## src/rtl/alu_arbiter_if.sv

```systemverilog
// Request/response bundle between two issuing units, the shared-ALU arbiter and the result consumer.
interface alu_arbiter_if;
  logic        req0_valid;
  logic [2:0]  req0_op;
  logic [31:0] req0_a;
  logic [31:0] req0_b;
  logic        req0_ready;
  logic        req1_valid;
  logic [2:0]  req1_op;
  logic [31:0] req1_a;
  logic [31:0] req1_b;
  logic        req1_ready;
  logic        rsp_valid;
  logic        rsp_ready;
  logic        rsp_id;
  logic [31:0] rsp_result;
  logic        rsp_overflow;
  logic        busy;

  modport slave (
    input  req0_valid, req0_op, req0_a, req0_b,
    input  req1_valid, req1_op, req1_a, req1_b,
    input  rsp_ready,
    output req0_ready, req1_ready,
    output rsp_valid, rsp_id, rsp_result, rsp_overflow, busy
  );

  modport master (
    output req0_valid, req0_op, req0_a, req0_b,
    output req1_valid, req1_op, req1_a, req1_b,
    output rsp_ready,
    input  req0_ready, req1_ready,
    input  rsp_valid, rsp_id, rsp_result, rsp_overflow, busy
  );
endinterface

```

## src/rtl/alu_arbiter.sv

```systemverilog
// Round-robin arbiter sharing one 32-bit ALU between two requesters; operands are held
// in registers for EXEC_CYCLES so a slow ALU settles before the result is captured.
module alu_arbiter #(
  parameter int EXEC_CYCLES = 4,
  parameter int CNT_W       = 8
) (
  input  logic          clk,
  input  logic          reset,
  alu_arbiter_if.slave  bus
);

  typedef enum logic [1:0] {IDLE = 2'd0, EXEC = 2'd1, RESP = 2'd2} state_e;

  state_e           state_q;
  logic             last_q;
  logic             id_q;
  logic [2:0]       op_q;
  logic [31:0]      a_q, b_q;
  logic [CNT_W-1:0] cnt_q;
  logic             rsp_valid_q, rsp_id_q, rsp_ovf_q;
  logic [31:0]      rsp_result_q;

  logic        any_vld, gnt_id;
  logic [31:0] sum, diff, alu_y;
  logic        alu_ovf;

  // On a tie the requester not served last wins.
  assign any_vld = bus.req0_valid | bus.req1_valid;
  assign gnt_id  = (bus.req0_valid & bus.req1_valid) ? ~last_q : bus.req1_valid;

  assign bus.req0_ready   = (state_q == IDLE) & bus.req0_valid & ~gnt_id;
  assign bus.req1_ready   = (state_q == IDLE) & bus.req1_valid &  gnt_id;
  assign bus.busy         = (state_q != IDLE);
  assign bus.rsp_valid    = rsp_valid_q;
  assign bus.rsp_id       = rsp_id_q;
  assign bus.rsp_result   = rsp_result_q;
  assign bus.rsp_overflow = rsp_ovf_q;

  // Shared ALU, fed only from the registered operands; overflow exists only for ADD/SUB.
  always_comb begin
    sum     = a_q + b_q;
    diff    = a_q - b_q;
    alu_y   = '0;
    alu_ovf = 1'b0;
    case (op_q)
      3'd0: begin alu_y = sum;  alu_ovf = (a_q[31] == b_q[31]) & (sum[31]  != a_q[31]); end
      3'd1: begin alu_y = diff; alu_ovf = (a_q[31] != b_q[31]) & (diff[31] != a_q[31]); end
      3'd2: alu_y = a_q ^ b_q;
      3'd3: alu_y = {31'd0, $signed(a_q) < $signed(b_q)};
      3'd4: alu_y = a_q & b_q;
      3'd5: alu_y = ~(a_q & b_q);
      3'd6: alu_y = ~(a_q | b_q);
      default: alu_y = a_q | b_q;
    endcase
  end

  always_ff @(posedge clk) begin
    if (reset) begin
      state_q      <= IDLE;
      last_q       <= 1'b1;
      id_q         <= 1'b0;
      op_q         <= '0;
      a_q          <= '0;
      b_q          <= '0;
      cnt_q        <= '0;
      rsp_valid_q  <= 1'b0;
      rsp_id_q     <= 1'b0;
      rsp_ovf_q    <= 1'b0;
      rsp_result_q <= '0;
    end else begin
      case (state_q)
        IDLE: if (any_vld) begin
          id_q    <= gnt_id;
          last_q  <= gnt_id;
          op_q    <= gnt_id ? bus.req1_op : bus.req0_op;
          a_q     <= gnt_id ? bus.req1_a  : bus.req0_a;
          b_q     <= gnt_id ? bus.req1_b  : bus.req0_b;
          cnt_q   <= CNT_W'(EXEC_CYCLES - 1);
          state_q <= EXEC;
        end
        EXEC: if (cnt_q != '0) begin
          cnt_q <= cnt_q - 1'b1;
        end else begin
          rsp_result_q <= alu_y;
          rsp_ovf_q    <= alu_ovf;
          rsp_id_q     <= id_q;
          rsp_valid_q  <= 1'b1;
          state_q      <= RESP;
        end
        RESP: if (bus.rsp_ready) begin
          rsp_valid_q <= 1'b0;
          state_q     <= IDLE;
        end
        default: state_q <= IDLE;
      endcase
    end
  end

endmodule

```

## src/flat_wrapper.sv

```systemverilog
// flat-port wrapper written by rule: the top's interface ports become plain ports
module alu_arbiter_flat 
#(
  parameter int EXEC_CYCLES = 4,
  parameter int CNT_W       = 8
)
  (clk, reset, bus_req0_valid, bus_req0_op, bus_req0_a, bus_req0_b, bus_req1_valid, bus_req1_op, bus_req1_a, bus_req1_b, bus_rsp_ready, bus_req0_ready, bus_req1_ready, bus_rsp_valid, bus_rsp_id, bus_rsp_result, bus_rsp_overflow, bus_busy);
  alu_arbiter_if bus_i ();
  input  logic clk;
  input  logic reset;
  input wire logic [$bits(bus_i.req0_valid)-1:0] bus_req0_valid;
  input wire logic [$bits(bus_i.req0_op)-1:0] bus_req0_op;
  input wire logic [$bits(bus_i.req0_a)-1:0] bus_req0_a;
  input wire logic [$bits(bus_i.req0_b)-1:0] bus_req0_b;
  input wire logic [$bits(bus_i.req1_valid)-1:0] bus_req1_valid;
  input wire logic [$bits(bus_i.req1_op)-1:0] bus_req1_op;
  input wire logic [$bits(bus_i.req1_a)-1:0] bus_req1_a;
  input wire logic [$bits(bus_i.req1_b)-1:0] bus_req1_b;
  input wire logic [$bits(bus_i.rsp_ready)-1:0] bus_rsp_ready;
  output wire logic [$bits(bus_i.req0_ready)-1:0] bus_req0_ready;
  output wire logic [$bits(bus_i.req1_ready)-1:0] bus_req1_ready;
  output wire logic [$bits(bus_i.rsp_valid)-1:0] bus_rsp_valid;
  output wire logic [$bits(bus_i.rsp_id)-1:0] bus_rsp_id;
  output wire logic [$bits(bus_i.rsp_result)-1:0] bus_rsp_result;
  output wire logic [$bits(bus_i.rsp_overflow)-1:0] bus_rsp_overflow;
  output wire logic [$bits(bus_i.busy)-1:0] bus_busy;
  assign bus_i.req0_valid = bus_req0_valid;
  assign bus_i.req0_op = bus_req0_op;
  assign bus_i.req0_a = bus_req0_a;
  assign bus_i.req0_b = bus_req0_b;
  assign bus_i.req1_valid = bus_req1_valid;
  assign bus_i.req1_op = bus_req1_op;
  assign bus_i.req1_a = bus_req1_a;
  assign bus_i.req1_b = bus_req1_b;
  assign bus_i.rsp_ready = bus_rsp_ready;
  assign bus_req0_ready = bus_i.req0_ready;
  assign bus_req1_ready = bus_i.req1_ready;
  assign bus_rsp_valid = bus_i.rsp_valid;
  assign bus_rsp_id = bus_i.rsp_id;
  assign bus_rsp_result = bus_i.rsp_result;
  assign bus_rsp_overflow = bus_i.rsp_overflow;
  assign bus_busy = bus_i.busy;
  alu_arbiter #(.EXEC_CYCLES(EXEC_CYCLES), .CNT_W(CNT_W)) u_core (.clk(clk), .reset(reset), .bus(bus_i));
endmodule
```

## config.mk

```make
export PLATFORM = sky130hd
export DESIGN_NAME = alu_arbiter_flat
export DESIGN_NICKNAME = d
export VERILOG_FILES = /design/src/rtl/alu_arbiter_if.sv /design/src/rtl/alu_arbiter.sv /design/src/flat_wrapper.sv
export SDC_FILE = /design/constraint.sdc
export NUM_CORES = 1
export LEC_CHECK = 0
export CELL_PAD_IN_SITES_DETAIL_PLACEMENT = 0
export CELL_PAD_IN_SITES_GLOBAL_PLACEMENT = 2
export CORE_MARGIN = 1
export CORE_UTILIZATION = 32
export CTS_CLUSTER_SIZE = 30
export DETAILED_ROUTE_END_ITERATION = 10
export PLACE_DENSITY_LB_ADDON = 0.1
export REMOVE_ABC_BUFFERS = 1
export SLEW_MARGIN = 20
export SYNTH_ARGS = -nofsm -noshare
export SYNTH_HDL_FRONTEND = slang
export SYNTH_SLANG_ARGS = --single-unit
```

## constraint.sdc

```tcl
create_clock -name clk -period 4.15 [get_ports clk]
set_input_delay 0.6225 -clock clk [delete_from_list [all_inputs] [get_ports clk]]
set_output_delay 0.6225 -clock clk [all_outputs]
set_load 0.01 [all_outputs]
```

# After elaboration in Yosys (flattened, before gate mapping)
# Cells that the tools add are included.
# word_totals
reg_bits,114
in_bits,139
output_inout_bits,38
# classes
n_addsub,3
magnitude_cmp,1
eq_ne,16
n_mux,16
n_bitwise,16
n_reduce_logical,11
# op_table
op,count
$pmux 32 s7,1
$mux 32,2
$not 32->32,2
$add 32x32->32,1
$and 32x32->32,1
$lt 32x32->1,1
$or 32x32->32,1
$sub 32x32->32,1
$xor 32x32->32,1
$mux 8,2
$pmux 8 s2,1
$eq 3x3->1 const B,3
$reduce_and 3->1,3
$reduce_bool 8->1,1
$sub 8x1->8 const B,1
$and 1x1->1,7
$eq 3x2->1 const B,2
$mux 2,3
$pmux 2 s3,1
$reduce_bool 2->1,3
$ne 2x1->1 const B,2
$ne 2x2->1 const B,2
$pmux 1 s2,2
$reduce_and 2->1,2
11 further kinds,17

# Longest topological paths before layout
# Gate-level depths: netlist (run 1).
# depth
ltp_word,4
depth_mapped,13

# Least setup slack after synthesis (run 1)
# Ideal clock, no wire load.
# synth_path
path_kind,register -> register
startpoint,register u_core.b_q[1]
endpoint,register u_core.rsp_result_q[31] (netlist: u_core.bus.rsp_result[31])
arrival_ns,2.766
t_required_ns,4.030
path_slack_ns,1.264
stages_incl_launch_ff,13
synth_period_minus_slack_ns,2.886
path_cell_list,dfxtp_1 -> inv_1 -> ha_1 -> nor2_1 -> o311ai_4 -> a31oi_4 -> a31oi_4 -> or3_4 -> a311oi_4 -> a211oi_2 -> a21oi_2 -> a31oi_1 -> o31a_1
# synth_via
elab_chain_cells,2
elab_cells_between_ends,3
classes_between,add/sub: 2; mux: 1
# synth_lines
element,line_no,source
start: declaration,alu_arbiter.sv:18,"logic [31:0] a_q, b_q;"
start signal: assignment,alu_arbiter.sv:77,b_q <= gnt_id ? bus.req1_b : bus.req0_b;
$sub 32x32->32 or $add 32x32->32 (tied branches),"alu_arbiter.sv:42, alu_arbiter.sv:41",
$pmux 32 s7 *,alu_arbiter.sv:45,case (op_q)
end signal: assignment,alu_arbiter.sv:84,rsp_result_q <= alu_y;
end: declaration,alu_arbiter.sv:21,logic [31:0] rsp_result_q;
# Mark *: on every way between the ends. The rest lies on a longest branch, timed or not.
# A chain may end at the register's enable or synchronous reset.

# Worst setup path in the final report (run 1)
# layout_path
startpoint,register u_core.a_q[0]
endpoint,register u_core.rsp_result_q[0] (netlist: u_core.bus.rsp_result[0])
# layout_via
elab_chain_cells,3
elab_cells_between_ends,9
classes_between,add/sub: 2; order compare: 1; mux: 1; bitwise: 5
# layout_lines
element,line_no,source
start: declaration,alu_arbiter.sv:18,
start signal: assignment,alu_arbiter.sv:76,a_q <= gnt_id ? bus.req1_a : bus.req0_a;
"parallel branches: the longest is 2 deep, another holds $sub 32x32->32",-,
$pmux 32 s7 *,alu_arbiter.sv:45,
# Mark *: on every way between the ends.

==> results.py, run 1 <==
metrics = {
    "status": {
        "run_status": "completed",
    },
    "placed_design": {
        "gp_congestion": 0.913,
        "io_buffers": 176,
        "dp_hpwl_um": 26900,
    },
    "synthesis": {
        "synthFlopType": "dfxtp_1",
        "yosys_register_bits": 114,
        "ys_seq_area_share_pct": 21.8,
        "synth.top_cell.area_share_pct": 21.8,
        "ys_async_sr_fraction_pct": 0,
        "synth_edf_count": 0,
        "ys_types": 90,
        "postSynthCellCount": 1356,
        "yosysWarningCount": 0,
        "syn_area_um2": 10500,
        "ys_top_cells_by_area": "dfxtp_1 22%, ha_1 12%, mux2i_1 9.6%, a211oi_1 6.5%, nor2_1 6.1%",
        "synth_top_cell_by_area": "dfxtp_1",
        "syn_area_per_cell_um2": 7.71,
    },
    "power_and_ir_drop": {
        "power.density_nw_per_um2": 556,
        "finalPower_mw": 7.32,
        "peakVddDrop_mv": 0.311,
        "p_leak_nw": 5.09,
    },
    "floorplan": {
        "fp.dieW_um": 183,
        "io_pins": 177,
        "dieArea_um2": 33400,
        "rows": 65,
        "core_um2": 31900,
        "chipHeight_um": 183,
        "start_util_pct": 32.8,
    },
    "flow_run": {
        "max_cap_violations": 0,
    },
    "detailed_routing": {
        "viasPerCell": 5.29,
        "routed_wl_um": 35900,
        "drtIter0Drc": 514,
        "detail_route.first_pass.iterations": 5,
        "drc_errors": 0,
        "routedWlPerCell_um": 18.6,
        "antenna_left": 0,
        "vias": 10200,
    },
    "clock_network": {
        "clockRootBuffer": "clkbuf_16",
        "clkTransAtPathRegs_ns": 0.06,
        "cts_resized": 0,
        "clock_latency_ns": 0.43,
        "h-tree-depth": 4,
        "cts_tree": "built",
        "hold_buffers": 0,
        "postCtsSetupBuffers": 0,
        "cts-buffers-inserted": 17,
        "cts.sinks": 114,
        "cts_buffer_depth": 2,
    },
    "final_layout": {
        "nets": 1725,
        "final_util_pct": 41.3,
        "syn_to_final_growth_pct": 25.9,
        "layout_common_cells": "175 x clkdlybuf4s50_1, 170 x nor2_1, 112 x dfxtp_1, 104 x ha_1",
        "drive_gt1_share_pct": 6.56,
        "insertedDiodeCount": 0,
        "layout_commonest_cell": "clkdlybuf4s50_1",
    },
    "setup_path": {
        "crit_chain": "inv_1, ha_1, fa_1, o21ba_2, nor4_4, o31ai_2, a211oi_2, o211a_1, nor2b_1, o21bai_1, a2111oi_0, a2111oi_0, nor3_1",
        "cpMostUsedCell": "a2111oi_0",
        "startpoint_type": "flip-flop",
        "arrival_ns": 3.95,
        "crit_type": "flip-flop to flip-flop",
        "cpPeakStageDelay_ns": 0.43,
        "cp.buffers_inverters": 1,
        "cp_max_fo": 4,
        "crit_family": "compound AO/OA/AOI/OAI gates",
        "slowest_stage": "a211oi_2",
        "crit_required_ns": 4.46,
        "cp-end-kind": "flip-flop",
    },
    "timing": {
        "min_period_ns": 3.64,
        "finalHoldViolCount": 0,
        "slew-limit-headroom_pct": 22.8,
        "fin_skew_ns": 0.0116,
        "fin_hold_ws_ns": 0.450,
        "tightestPinTransition_ns": 1.15,
        "max_freq_mhz": 275,
        "final-max-slew-violation-count": 0,
        "timing.final.crit_share_pct": 87.7,
        "setup_viol_count_final": 0,
        "rsz0062_at_grt": "false",
    },
    "grt": {
        "grt_usage_pct": 21.8,
        "grt_pass1_vias": 9770,
        "grt_pass1_wl_um": 56300,
        "grt_antenna_before_repair": 0,
        "overflow": 0,
        "grt_start_max_net_pins": 142,
    },
    "hold_path": {
        "hp-class": "flip-flop to flip-flop",
    },
}
cell type report:
cell class,instances,area (um2)
inverters,108,405
flip-flops and latches,114,2280
well taps,435,544
repair buffers,204,2010
clock inverters,13,113
fillers,3379,18700
multi-input cells,1035,7380
clock buffers,19,433
cells in the mapped netlist (all sizes together), types with 19 or more instances:
cell type / count
nand2: 78
a211oi: 93
nor3: 34
nor2: 172
a31oi: 19
dfxtp: 114
inv: 105
ha: 104
o211ai: 21
mux2i: 100
buf: 30
a21oi: 102
clkbuf: 69
xnor2: 33
o21ai: 65
cell families (layout without fill, tap and decap cells):
kind of cell             after synthesis  count (layout)  synth area share (%)
buffers and inverters                207             344                  7.81
XOR/XNOR                              38              38                  3.18
multiplexers                         100             100                  9.57
AO/OA/AOI/OAI                        429             429                  29.1
adder cells (fa/ha/maj)              106             106                  12.8
AND/OR/NAND/NOR                      362             362                  15.7
flip-flops                           114             114                  21.8
where the power goes:
group	switching [mW]	total, mW	internal [mW]
clock	0.586	1.41	0.821
sequential	0.246	1.59	1.35
combinational	2.60	4.32	1.72
worst min-delay path: stages, from the launching register on:
cell,delay (ns)
dfxtp_1,0.31
nand2_1,0.05
o21ai_1,0.05
sequential cells by signal, summed over array words and instances, names as in the netlist, 2 cells and up:
| name | count |
|---|---|
| u_core.state_q | 2 |
| u_core.cnt_q | 8 |
| u_core.op_q | 3 |
| u_core.b_q | 32 |
| u_core.bus.rsp_result | 32 |
| u_core.a_q | 32 |
final timing paths:
check / cells after the start / slack, ns / to / startpoint
setup / recovery: 13 / 0.51 / u_core.bus.rsp_result[0] / u_core.a_q[0]
hold / removal: 2 / 0.45 / u_core.bus.rsp_result[27] / u_core.bus.rsp_result[27]
setup reg to reg: 13 / 0.51 / u_core.bus.rsp_result[0] / u_core.a_q[0]
hold reg to reg: 2 / 0.45 / u_core.bus.rsp_result[27] / u_core.bus.rsp_result[27]
metrics by stage:
stage	cell area [um2]	std cells	TNS, ns	worst slack, ns
global route	13200	1928	0	0.302
CTS	13200	1928	0	0.515
detailed placement	12600	1896	0	0.533
floorplan	10000	1257	-335.85	-4.82
finish	13200	1928	0	0.512
global placement	12600	1896	0	0.524
metal layers:
| metal | share of wire [%] | vias to the layer above | track usage, % |
|---|---|---|---|
| li1 | - | 5146 | - |
| met5 | 0 | - | 0 |
| met1 | 47 | 4775 | 29.4 |
| met2 | 47 | 248 | 36.0 |
| met4 | 1.6 | 0 | 6.03 |
| met3 | 4.6 | 32 | 3.16 |
Note: power is estimated with default switching activity, not from simulation.
==> inputs of run 2 (changes only) <==
Settings changed: CTS_CLUSTER_DIAMETER set to 50, CTS_CLUSTER_SIZE 30 to 20.
==> results of run 2 <==
The final DEF is identical to that of run 1; final timing and power are the same.
